## config.mk

```make
export PLATFORM = sky130hd
export DESIGN_NAME = sc_phase_generator_flat
export DESIGN_NICKNAME = d
export VERILOG_FILES = /design/src/rtl/sc_phase_pkg.sv /design/src/rtl/sc_phase_generator_if.sv /design/src/rtl/sc_phase_counter.sv /design/src/rtl/sc_phase_generator.sv /design/src/flat_wrapper.sv
export SDC_FILE = /design/constraint.sdc
export NUM_CORES = 1
export LEC_CHECK = 0
export ABC_AREA = 1
export BUFFER_PORTS_ARGS = -buffer_cell sky130_fd_sc_hd__buf_2
export CORE_MARGIN = 3
export CORE_UTILIZATION = 46
export DETAILED_ROUTE_END_ITERATION = 8
export GPL_ROUTABILITY_DRIVEN = 1
export PLACE_DENSITY = 0.67
export SLEW_MARGIN = 20
export SYNTH_ARGS = -nofsm -noshare
export SYNTH_HDL_FRONTEND = slang
export SYNTH_SLANG_ARGS = --single-unit
```

## constraint.sdc

```tcl
create_clock -name clk -period 2.4 [get_ports clk]
set_clock_uncertainty 0.1 [all_clocks]
set_input_delay 0.48 -clock clk [delete_from_list [all_inputs] [get_ports clk]]
set_output_delay 0.48 -clock clk [all_outputs]
set_load 0.03 [all_outputs]
```

## src/rtl/sc_phase_pkg.sv

```systemverilog
// Shared types and helpers for the two-phase non-overlapping clock generator.
package sc_phase_pkg;

    typedef enum logic [2:0] {
        IDLE = 3'd0,
        P1   = 3'd1,
        D12  = 3'd2,
        P2   = 3'd3,
        D21  = 3'd4
    } phase_state_t;

    localparam int unsigned DEF_PHI_LEN = 4;
    localparam int unsigned DEF_DEAD    = 1;

    // Raise a programmed length to a minimum value.
    function automatic int unsigned clamp_len(input int unsigned len, input int unsigned floor_len);
        return (len < floor_len) ? floor_len : len;
    endfunction

endpackage

```

## src/rtl/sc_phase_generator_if.sv

```systemverilog
// Configuration/phase bus of the phase generator.
// Optional early phases phi1e/phi2e exist only when SC_PHASE_GEN_EARLY_EN is defined.
interface sc_phase_generator_if #(
    parameter int unsigned CNT_W = 5
);
    logic             en;
    logic [CNT_W-1:0] phi1_len;
    logic [CNT_W-1:0] phi2_len;
    logic [CNT_W-1:0] dead_len;
    logic             phi1;
    logic             phi2;
    logic             frame_done;
    logic             busy;
`ifdef SC_PHASE_GEN_EARLY_EN
    logic             phi1e;
    logic             phi2e;
`endif

    modport master (
        output en, phi1_len, phi2_len, dead_len,
`ifdef SC_PHASE_GEN_EARLY_EN
        input  phi1e, phi2e,
`endif
        input  phi1, phi2, frame_done, busy
    );

    modport slave (
        input  en, phi1_len, phi2_len, dead_len,
`ifdef SC_PHASE_GEN_EARLY_EN
        output phi1e, phi2e,
`endif
        output phi1, phi2, frame_done, busy
    );
endinterface

```

## src/rtl/sc_phase_counter.sv

```systemverilog
// Loadable down-counter that saturates at zero; flags current and next-cycle zero.
module sc_phase_counter #(
    parameter int unsigned CNT_W = 5
) (
    input  logic             clk,
    input  logic             rst_n,
    input  logic             load,
    input  logic [CNT_W-1:0] load_val,
    output logic             zero_c,
    output logic             next_zero_c
);
    logic [CNT_W-1:0] cnt_q;
    logic [CNT_W-1:0] cnt_d;

    // Load takes priority; otherwise decrement without wrapping below zero.
    always_comb begin
        cnt_d = cnt_q;
        if (load) begin
            cnt_d = load_val;
        end else if (cnt_q != '0) begin
            cnt_d = cnt_q - CNT_W'(1);
        end
    end

    // Counter register with synchronous reset.
    always_ff @(posedge clk) begin
        if (!rst_n) begin
            cnt_q <= '0;
        end else begin
            cnt_q <= cnt_d;
        end
    end

    assign zero_c      = (cnt_q == '0);
    assign next_zero_c = (cnt_d == '0);

endmodule

```

## src/rtl/sc_phase_generator.sv

```systemverilog
// Two-phase non-overlapping clock generator (phi1/phi2) with programmable
// high and dead times and a per-period frame strobe.
// Define SC_PHASE_GEN_EARLY_EN to add early phases phi1e/phi2e.
module sc_phase_generator
    import sc_phase_pkg::*;
#(
    parameter int unsigned CNT_W    = 5,
    parameter int unsigned MIN_DEAD = DEF_DEAD
) (
    input  logic                clk,
    input  logic                rst_n,
    sc_phase_generator_if.slave bus
);
    phase_state_t     state_q, state_d;
    logic [CNT_W-1:0] eff_p2_q, eff_p2_d;
    logic [CNT_W-1:0] eff_d_q, eff_d_d;
    logic [CNT_W-1:0] eff_p1_c, eff_p2_c, eff_d_c;
    logic             cnt_load;
    logic [CNT_W-1:0] cnt_load_val;
    logic             zero_c, next_zero_c;
    logic             phi1_q, phi1_d;
    logic             phi2_q, phi2_d;
    logic             frame_done_q, frame_done_d;
    logic             busy_q, busy_d;
`ifdef SC_PHASE_GEN_EARLY_EN
    logic             phi1e_q, phi1e_d;
    logic             phi2e_q, phi2e_d;
`endif

    // Effective lengths as they would be latched this cycle.
    assign eff_p1_c = CNT_W'(clamp_len(32'(bus.phi1_len), 32'd1));
    assign eff_p2_c = CNT_W'(clamp_len(32'(bus.phi2_len), 32'd1));
    assign eff_d_c  = CNT_W'(clamp_len(32'(bus.dead_len), MIN_DEAD));

    sc_phase_counter #(.CNT_W(CNT_W)) u_cnt (
        .clk         (clk),
        .rst_n       (rst_n),
        .load        (cnt_load),
        .load_val    (cnt_load_val),
        .zero_c      (zero_c),
        .next_zero_c (next_zero_c)
    );

    // State, latched configuration and registered outputs.
    always_ff @(posedge clk) begin
        if (!rst_n) begin
            state_q      <= IDLE;
            eff_p2_q     <= '0;
            eff_d_q      <= '0;
            phi1_q       <= 1'b0;
            phi2_q       <= 1'b0;
            frame_done_q <= 1'b0;
            busy_q       <= 1'b0;
`ifdef SC_PHASE_GEN_EARLY_EN
            phi1e_q      <= 1'b0;
            phi2e_q      <= 1'b0;
`endif
        end else begin
            state_q      <= state_d;
            eff_p2_q     <= eff_p2_d;
            eff_d_q      <= eff_d_d;
            phi1_q       <= phi1_d;
            phi2_q       <= phi2_d;
            frame_done_q <= frame_done_d;
            busy_q       <= busy_d;
`ifdef SC_PHASE_GEN_EARLY_EN
            phi1e_q      <= phi1e_d;
            phi2e_q      <= phi2e_d;
`endif
        end
    end

    // Next state, counter reloads and configuration latch at each period start.
    always_comb begin
        state_d      = state_q;
        eff_p2_d     = eff_p2_q;
        eff_d_d      = eff_d_q;
        cnt_load     = 1'b0;
        cnt_load_val = '0;
        case (state_q)
            IDLE: begin
                if (bus.en) begin
                    state_d      = P1;
                    eff_p2_d     = eff_p2_c;
                    eff_d_d      = eff_d_c;
                    cnt_load     = 1'b1;
                    cnt_load_val = eff_p1_c - CNT_W'(1);
                end
            end
            P1: begin
                if (zero_c) begin
                    state_d      = D12;
                    cnt_load     = 1'b1;
                    cnt_load_val = eff_d_q - CNT_W'(1);
                end
            end
            D12: begin
                if (zero_c) begin
                    state_d      = P2;
                    cnt_load     = 1'b1;
                    cnt_load_val = eff_p2_q - CNT_W'(1);
                end
            end
            P2: begin
                if (zero_c) begin
                    state_d      = D21;
                    cnt_load     = 1'b1;
                    cnt_load_val = eff_d_q - CNT_W'(1);
                end
            end
            D21: begin
                if (zero_c) begin
                    if (bus.en) begin
                        state_d      = P1;
                        eff_p2_d     = eff_p2_c;
                        eff_d_d      = eff_d_c;
                        cnt_load     = 1'b1;
                        cnt_load_val = eff_p1_c - CNT_W'(1);
                    end else begin
                        state_d = IDLE;
                    end
                end
            end
            default: begin
                state_d = IDLE;
            end
        endcase
    end

    // Output decode of the upcoming state so every output is a flop.
    always_comb begin
        phi1_d       = (state_d == P1);
        phi2_d       = (state_d == P2);
        frame_done_d = (state_d == D21) && next_zero_c;
        busy_d       = (state_d != IDLE);
`ifdef SC_PHASE_GEN_EARLY_EN
        phi1e_d      = (state_d == P1) && !next_zero_c;
        phi2e_d      = (state_d == P2) && !next_zero_c;
`endif
    end

    assign bus.phi1       = phi1_q;
    assign bus.phi2       = phi2_q;
    assign bus.frame_done = frame_done_q;
    assign bus.busy       = busy_q;
`ifdef SC_PHASE_GEN_EARLY_EN
    assign bus.phi1e      = phi1e_q;
    assign bus.phi2e      = phi2e_q;
`endif

endmodule
```

## src/flat_wrapper.sv

```systemverilog
// flat-port wrapper written by rule: the top's interface ports become plain ports
module sc_phase_generator_flat import sc_phase_pkg::*;
#(
    parameter int unsigned CNT_W    = 5,
    parameter int unsigned MIN_DEAD = DEF_DEAD
)
  (clk, rst_n, bus_en, bus_phi1_len, bus_phi2_len, bus_dead_len, bus_phi1, bus_phi2, bus_frame_done, bus_busy);
  sc_phase_generator_if #(.CNT_W(CNT_W)) bus_i ();
  input  logic clk;
  input  logic rst_n;
  input wire logic [$bits(bus_i.en)-1:0] bus_en;
  input wire logic [$bits(bus_i.phi1_len)-1:0] bus_phi1_len;
  input wire logic [$bits(bus_i.phi2_len)-1:0] bus_phi2_len;
  input wire logic [$bits(bus_i.dead_len)-1:0] bus_dead_len;
  output wire logic [$bits(bus_i.phi1)-1:0] bus_phi1;
  output wire logic [$bits(bus_i.phi2)-1:0] bus_phi2;
  output wire logic [$bits(bus_i.frame_done)-1:0] bus_frame_done;
  output wire logic [$bits(bus_i.busy)-1:0] bus_busy;
  assign bus_i.en = bus_en;
  assign bus_i.phi1_len = bus_phi1_len;
  assign bus_i.phi2_len = bus_phi2_len;
  assign bus_i.dead_len = bus_dead_len;
  assign bus_phi1 = bus_i.phi1;
  assign bus_phi2 = bus_i.phi2;
  assign bus_frame_done = bus_i.frame_done;
  assign bus_busy = bus_i.busy;
  sc_phase_generator #(.CNT_W(CNT_W), .MIN_DEAD(MIN_DEAD)) u_core (.clk(clk), .rst_n(rst_n), .bus(bus_i));
endmodule
```

==> impl_metrics.yaml, run 1 <==
worst_setup_path:
  end_kind: "flop"
  worstPathRequired_ns: 2.57
  rr_worst_depth: 11
  rrSetupSlack_ns: 0.57
  cp_data_arrival_time_ns: 2.00
  r2r-start: "u_core.u_cnt.cnt_q[0]"
  critPathKind: "reg -> reg"
  crit_fanout: 19
  start_kind: "flop"
  r2r-end: "u_core.bus.frame_done"
sta:
  drv_slew: 0
  period_share_pct: 76.2
  fin_tns_setup_ns: 0
  rsz0062_at_grt: "no"
  post-route-min-period_ns: 1.83
  finalSetupViolCount: 0
  tightest_slew_ns: 0.369
  slew_headroom_pct: 75.3
  finalHoldViolations: 0
  fmax_mhz: 547
yosys:
  synth_area_leaders: "dfxtp_1 (32%), nand2_1 (12%), nor2_1 (8.0%)"
  ys_types: 27
  ys.flop_type: "dfxtp_1"
  synth_top_area_share_pct: 32.4
  synth_area_per_cell_um2: 6.84
  syn-cell-area_mm2: 0.00136
  async_flop_share_pct: 0
  synth.largest_area_cell: "dfxtp_1"
  ys_ff_latch: 22
  ys.warnings.count: 0
  synth_commonest_cells: "nand2_1 (45), nor2_1 (29), inv_1 (24)"
  synth_edf_count: 0
  synthCells: 199
  yosysSeqAreaShare_pct: 32.4
  yosysMostFrequentCell: "nand2_1"
  syn_nets: 221
placed_design:
  hpwl_um: 2390
  dp_cells: 250
  io_buffers: 21
  place_congestion: 0.835
  dpl_cell_area_mm2: 0.00150
finish:
  area_growth_pct: 13.9
  diodes: 0
  drive_above_1_share_pct: 22.0
  fin_area_mm2: 0.00155
  n_fill_cell: 284
  fin_nets: 246
  stdcell_count: 254
floorplan:
  coreArea_mm2: 0.00278
  ios: 22
  die_y_um: 60.4
  row_count: 19
  die_area_mm2: 0.00365
  start_util_pct: 48.9
  dieWidth_um: 60.4
global_route:
  grt_use_total_pct: 18.4
  grt_max_degree: 20
  grt_pass1_wl_um: 5050
  grt_pass1_vias: 1215
  antenna_found_initial: 0
  grt-ovfl-total: 0
cts:
  clock-root-buffer: "clkbuf_4"
  cts.clk_slew.worst_paths_ns: 0.13
  cts_sinks: 22
  numCtsBuffers: 3
  ctsResizeCount: 0
  post_cts_buffers: 0
  cts_tree: "built"
  cts_buffer_depth: 2
  htree_levels: 1
  hold_buffers: 0
  clkLatencyLatePin_ns: 0.32
detailed_routing:
  antenna_left: 0
  drt_first_pass_iters: 4
  drtIter0Drc: 66
  vias_per_cell: 5.11
  drc: 0
  num_vias: 1299
  wl_per_cell_um: 11.8
  routed_wl_um: 2990
hold_path:
  hold_depth: 3
  min-delay-start: "bus_phi2_len[2]"
  hp-class: "in -> reg"
  min_to: "u_core.eff_p2_q[2]"
power:
  power.density_mw_per_mm2: 1040
  leakage_uw: 0.000756
  peakVddDrop_mv: 0.853
job:
  drv_cap: 0
outcome:
  status: "finished clean"
-- worst max-delay path, stage by stage (launching register included) --
cell and delay (ns):
dfxtp_1 0.34, inv_1 0.07, ha_1 0.27, nand3_4 0.18, nand2_2 0.11, nand2_4 0.20, inv_2 0.09, nand3_1 0.08
nand2_1 0.07, nor2_2 0.10, nand3_1 0.08, nor2_1 0.09
-- layout make-up --
| class | instances | area [um2] | share of cell area, % |
|---|---|---|---|
| Sequential cell | 22 | 440 | 28.4 |
| Multi-Input combinational cell | 145 | 788 | 50.8 |
| Inverter | 30 | 118 | 7.59 |
| Clock buffer | 3 | 22.5 | 1.45 |
| Tap cell | 31 | 38.8 | 2.50 |
| Timing Repair Buffer | 22 | 113 | 7.26 |
| Clock inverter | 1 | 30.0 | 1.94 |
-- flip-flops by register name, indices dropped and copies added (netlist names) --
| signal | flops |
|---|---|
| u_core.eff_d_q | 5 |
| u_core.eff_p2_q | 5 |
| u_core.u_cnt.cnt_q | 5 |
| u_core.state_q | 3 |
| u_core.bus.busy | 1 |
| u_core.bus.frame_done | 1 |
| u_core.bus.phi1 | 1 |
| u_core.bus.phi2 | 1 |
-- stage by stage --
stage	hold WS, ns	util [%]	total power, uW	worst slack, ns
after floorplan	0.355	-	1160	0.815
after global placement	0.377	53.8	1290	0.586
after detailed placement	0.382	53.8	1330	0.558
after CTS	0.306	55.7	1620	0.563
after global routing	0.305	55.7	1750	0.357
final	0.307	55.7	1610	0.571
-- per-layer routing --
layer	global-route usage, %	vias up	routed length, um
li1	-	683	-
met1	23.3	576	1370
met2	30.6	35	1450
met3	2.34	5	127
met4	9.18	0	46
met5	0	-	0
-- how the worst max path moves through the flow --
stage                          start                    end  slack, ns  cells after the start
2_1_floorplan        bus_phi1_len[2]  u_core.bus.frame_done       0.81                     10
3_3_place_gp         bus_phi1_len[2]  u_core.bus.frame_done       0.59                      9
3_5_place_dp         bus_phi1_len[2]  u_core.bus.frame_done       0.56                     11
4_1_cts        u_core.u_cnt.cnt_q[0]  u_core.bus.frame_done       0.56                     11
5_1_grt        u_core.u_cnt.cnt_q[0]  u_core.bus.frame_done       0.36                     11
6_report       u_core.u_cnt.cnt_q[0]  u_core.bus.frame_done       0.57                     11
-- power breakdown --
part | total [uW] | internal, uW | switching (uW)
clock | 292 | 169 | 123
sequential | 507 | 450 | 56.6
combinational | 812 | 285 | 527
-- cell families after synthesis --
| kind of cell | synth area share [%] |
|---|---|
| fa+ha+maj | 3.68 |
| xor+xnor | 4.50 |
| flops | 32.4 |
| buf+inv | 9.74 |
| simple gates | 40.5 |
| compound gates | 9.19 |
-- layout by cell type (no fill, tap or decap), drive strengths merged --
cell type | synthesis | final
a21oi | 6 | 6
nor4 | 2 | 2
xnor2 | 2 | 2
a211oi | 8 | 8
xor2 | 5 | 5
inv | 30 | 30
clkbuf | 1 | 3
nand3 | 21 | 21
nand4 | 1 | 1
o21ai | 4 | 4
nor2 | 37 | 37
buf | 1 | 22
dfxtp | 22 | 22
bufinv | 0 | 1
nand2 | 47 | 47
ha | 4 | 4
nor3 | 4 | 4
nand3b | 4 | 4
Power figures use the tool's default switching activity.
==> run 2, diff against run 1 <==
clock period = 1.72 ns   (was 2.4 ns; I/O delays follow)
==> run 2 against run 1 <==
Routed wire length up 1.6%. Critical endpoint is now u_core.eff_p2_q[0]. Global-route usage down 0.78 points. Utilization up 3.4 points. Via count up 4.6%. Cell area up 6.1%. Setup slack worse by 0.48 ns. Sequential power up 39%. Register-to-register slack worse by 0.48 ns. Clock power up 37%.
==> impl_metrics.yaml, run 2 (synthesis gave the netlist of run 1 again) <==
floorplan:
  die_y_um: 60.4
  dieWidth_um: 60.4
  ios: 22
  coreArea_mm2: 0.00278
  row_count: 19
  start_util_pct: 48.9
  die_area_mm2: 0.00365
detailed_routing:
  wl_per_cell_um: 11.5
  drtIter0Drc: 43
  vias_per_cell: 5.13
  drc: 0
  routed_wl_um: 3040
  drt_first_pass_iters: 4
  antenna_left: 0
  num_vias: 1359
worst_setup_path:
  start_kind: "flop"
  rrSetupSlack_ns: 0.09
  cp_data_arrival_time_ns: 1.77
  r2r-start: "u_core.u_cnt.cnt_q[1]"
  critPathKind: "reg -> reg"
  end_kind: "flop"
  worstPathRequired_ns: 1.87
  crit_fanout: 8
  crit_start: "u_core.u_cnt.cnt_q[1]"
  rr_worst_depth: 8
sta:
  finalSetupViolCount: 0
  period_share_pct: 94.5
  finalHoldViolations: 0
  worst_hold_slack_ns: 0.177
  fmax_mhz: 615
  post-route-min-period_ns: 1.63
  tightest_slew_ns: 0.300
  slew_headroom_pct: 79.8
  drv_slew: 0
cts:
  numCtsBuffers: 3
  clock-root-buffer: "clkbuf_4"
  hold_buffers: 0
  cts.clk_slew.worst_paths_ns: 0.13
  clkLatencyLatePin_ns: 0.31
  cts_sinks: 22
  cts_tree: "built"
  cts_buffer_depth: 2
  htree_levels: 1
hold_path:
  hp-class: "in -> reg"
  hold_depth: 3
  min-delay-start: "bus_dead_len[2]"
global_route:
  grt-ovfl-total: 0
  grt_max_degree: 15
  grt_pass1_vias: 1214
  antenna_found_initial: 0
  grt_pass1_wl_um: 4910
  grt_use_total_pct: 17.6
power:
  peakVddDrop_mv: 1.21
  power_uw: 2380
  leakage_uw: 0.000809
  power.density_mw_per_mm2: 1450
finish:
  area_growth_pct: 20.9
  fin_area_mm2: 0.00165
  diodes: 0
  final_cell_mix: "nand2_1 (45), nor2_1 (29), inv_1 (24)"
  drive_above_1_share_pct: 26.9
  layout_commonest_cell: "nand2_1"
  fin_nets: 257
  reg_top3: "u_core.eff_d_q: 5 flops, u_core.eff_p2_q: 5 flops, u_core.u_cnt.cnt_q: 5 flops"
outcome:
  status: "finished clean"
job:
  drv_cap: 0
placed_design:
  io_buffers: 21
  dpl_cell_area_mm2: 0.00156
  place_congestion: 0.800
  hpwl_um: 2460
-- run 2: cell types whose count changed in the layout (fill, tap and decap cells not counted), sizes merged --
cell  change
buf      +11
-- run 2: layout make-up --
| cell class | count | area (um2) |
|---|---|---|
| clock buffers | 3 | 22.5 |
| clock inverters | 1 | 30.0 |
| fillers | 275 | 1140 |
| inverters | 30 | 118 |
| multi-input cells | 145 | 801 |
| flip-flops and latches | 22 | 440 |
| well taps | 31 | 38.8 |
| repair buffers | 33 | 195 |
-- run 2: metrics by stage --
| step | util [%] | setup TNS (ns) | worst slack [ns] | instances |
|---|---|---|---|---|
| final | 59.2 | 0 | 0.0947 | 265 |
| after global routing | 59.2 | -0.00308 | -0.00308 | 265 |
| after floorplan | - | 0 | 0.202 | 199 |
| after detailed placement | 56.0 | -0.0252 | -0.0252 | 258 |
| after global placement | 56.0 | 0 | 0.0858 | 258 |
| after CTS | 57.9 | 0 | 0.0223 | 262 |
-- run 2: final timing paths --
path                        endpoint
hold / removal     u_core.eff_d_q[2]
setup reg to reg  u_core.eff_p2_q[0]
setup / recovery  u_core.eff_p2_q[0]
hold reg to reg   u_core.eff_p2_q[4]
-- run 2: power breakdown --
part / internal [uW] / total, uW / switching (uW)
clock network: 236 / 401 / 165
registers: 628 / 704 / 75.5
logic: 516 / 1280 / 760
-- run 2: worst max-delay path, cell delays in order, from the launching register on --
cell,delay [ns]
dfxtp_1,0.35
inv_1,0.06
ha_2,0.20
nand3_4,0.15
nand2_2,0.15
nand2_4,0.09
buf_4,0.14
buf_4,0.13
a211oi_2,0.19
-- run 2: repair_timing --
item | 4_1_cts | 5_1_grt
endpoints found under the hold margin | 0 | 0
endpoints found under the setup margin | 0 | 5
setup buffers | 0 | 3
resized for setup | 0 | 4
-- run 2: metal layers --
layer	GRT usage, %	wire [um]	vias to the layer above
li1	-	-	706
met1	22.0	1390	625
met2	31.3	1490	23
met3	1.91	113	5
met4	5.70	40	0
met5	0	0	-
==> run 3, diff against run 2 <==
CELL_PAD_IN_SITES_DETAIL_PLACEMENT = 1   (was not set)
CELL_PAD_IN_SITES_GLOBAL_PLACEMENT = 1   (was not set)
CORE_UTILIZATION = 39   (was 46)
PLACE_DENSITY = not set   (was 0.67)
PLACE_DENSITY_LB_ADDON = 0.1   (was not set)
==> run 3 against run 2 <==
Routed wire length rose by 26%. Cell count rose by 6.4%. Clock-buffer cell count rose by 1. Clock power fell by 23%. Via count rose by 4.0%. Sequential share of layout area fell by 0.37 points. Sequential cell count did not move.
==> impl_metrics.yaml, run 3 (synthesis gave the netlist of run 1 again) <==
sta:
  tightest_slew_ns: 0.287
  timing.final.ws_setup_ns: 0.0725
  period_share_pct: 95.8
  finalHoldViolations: 0
  post-route-min-period_ns: 1.65
  drv_slew: 0
  fin_tns_setup_ns: 0
  slew_headroom_pct: 80.8
  finalSetupViolCount: 0
  fmax_mhz: 607
  worst_hold_slack_ns: 0.170
global_route:
  met1_usage_pct: 24.7
  met3_usage_pct: 2.77
  grt_pass1_vias: 1457
  gr-max-usage-layer: "met2"
  grt_pass1_wl_um: 6460
  gr-usage-met2_pct: 33.6
  grt_use_total_pct: 19.4
  grt_max_degree: 13
  grt-ovfl-total: 0
  antenna_found_initial: 0
cts:
  clock-root-buffer: "clkbuf_4"
  cts_sinks: 22
  clkLatencyLatePin_ns: 0.32
  cts_buffer_depth: 2
  cts_tree: "built"
  htree_levels: 1
  hold_buffers: 0
  numCtsBuffers: 3
  cts.clk_slew.worst_paths_ns: 0.14
detailed_routing:
  routed_wl_um: 3820
  antenna_left: 0
  drt_first_pass_iters: 3
  drtIter0Drc: 39
  num_vias: 1413
  vias_per_cell: 5.01
  wl_per_cell_um: 13.6
  drc: 0
finish:
  fin_area_mm2: 0.00168
  area_growth_pct: 23.6
  final_cell_mix: "nand2_1 (45), nor2_1 (29), inv_1 (24)"
  reg_top3: "u_core.eff_d_q: 5 flops, u_core.eff_p2_q: 5 flops, u_core.u_cnt.cnt_q: 5 flops"
  diodes: 0
  fin_nets: 261
  layout_commonest_cell: "nand2_1"
  stdcell_count: 282
  drive_above_1_share_pct: 29.4
placed_design:
  place_congestion: 0.790
  dp_cells: 271
  dpl_cell_area_mm2: 0.00157
  io_buffers: 21
  hpwl_um: 2930
  pre_cts_ws_ns: -0.0222
worst_setup_path:
  worstPathCellList: "inv_1 -> ha_2 -> nand3_4 -> clkinv_4 -> buf_4 -> nand3b_1 -> nand3_1 -> nor2_2 -> nand3_1 -> nor2_1"
  worstPathRequired_ns: 1.89
  max_stage_delay_ns: 0.37
  path_common_cell: "nand3_1"
  crit_fanout: 8
  cp_slowest_cell: "dfxtp_2"
  cp_data_arrival_time_ns: 1.82
  worst-path-stages: 10
  end_kind: "flop"
  crit_family: "simple AND/OR/NAND/NOR gates"
  path_buf_inv: 3
  start_kind: "flop"
  critPathKind: "reg -> reg"
  rr_worst_depth: 10
outcome:
  status: "finished clean"
power:
  peakVddDrop_mv: 0.524
  power.density_mw_per_mm2: 1430
  leakage_uw: 0.000822
floorplan:
  dieWidth_um: 65.1
  row_count: 20
  start_util_pct: 42.8
  die_y_um: 65.1
  ios: 22
  coreArea_mm2: 0.00318
  die_area_mm2: 0.00424
hold_path:
  hold_depth: 3
  hp-class: "in -> reg"
job:
  drv_cap: 0
run 3: layer usage:
layer	wire length [um]	vias up
met5	0	-
met4	48	0
met3	94	7
met2	1910	14
met1	1770	678
li1	-	714
run 3: power breakdown:
part	switching, uW	internal [uW]
combinational	820	562
clock	178	130
sequential	81.7	633
total	1080	1320
run 3: cell type report:
class / count / area [um2]
multi-input combinational: 145 / 805
sequential: 22 / 444
tap: 44 / 55.1
timing repair buffer: 37 / 225
fill: 440 / 1500
clock buffer: 4 / 36.3
inverter: 30 / 118
run 3: path summary, 6_finish.rpt:
path                                            start                    end  slack [ns]
worst min register to register      u_core.eff_d_q[4]      u_core.eff_d_q[4]        0.39
worst max register to register  u_core.u_cnt.cnt_q[1]  u_core.bus.frame_done        0.07
worst min-delay path                  bus_phi2_len[2]     u_core.eff_p2_q[2]        0.17
worst max-delay path            u_core.u_cnt.cnt_q[1]  u_core.bus.frame_done        0.07
run 3: per-stage QoR:
step / power, uW / util, %
2_1_floorplan: 1620 / -
3_3_place_gp: 1910 / 49.5
3_5_place_dp: 1960 / 49.5
4_1_cts: 2270 / 50.8
5_1_grt: 2630 / 53.0
6_report: 2400 / 53.0
run 3: worst register-to-register path: stages, from the launching register on:
cell and delay [ns]:
dfxtp_2 0.37, inv_1 0.05, ha_2 0.19, nand3_4 0.15, clkinv_4 0.10, buf_4 0.16
nand3b_1 0.08, nand3_1 0.10, nor2_2 0.11, nand3_1 0.09, nor2_1 0.11
run 3: repair_timing:
| item | CTS | global route |
|---|---|---|
| pin swaps | 0 | 5 |
| endpoints found under the hold margin | 0 | 0 |
| setup buffers | 0 | 7 |
| gates resized for setup | 1 | 9 |
| endpoints found under the setup margin | 1 | 16 |
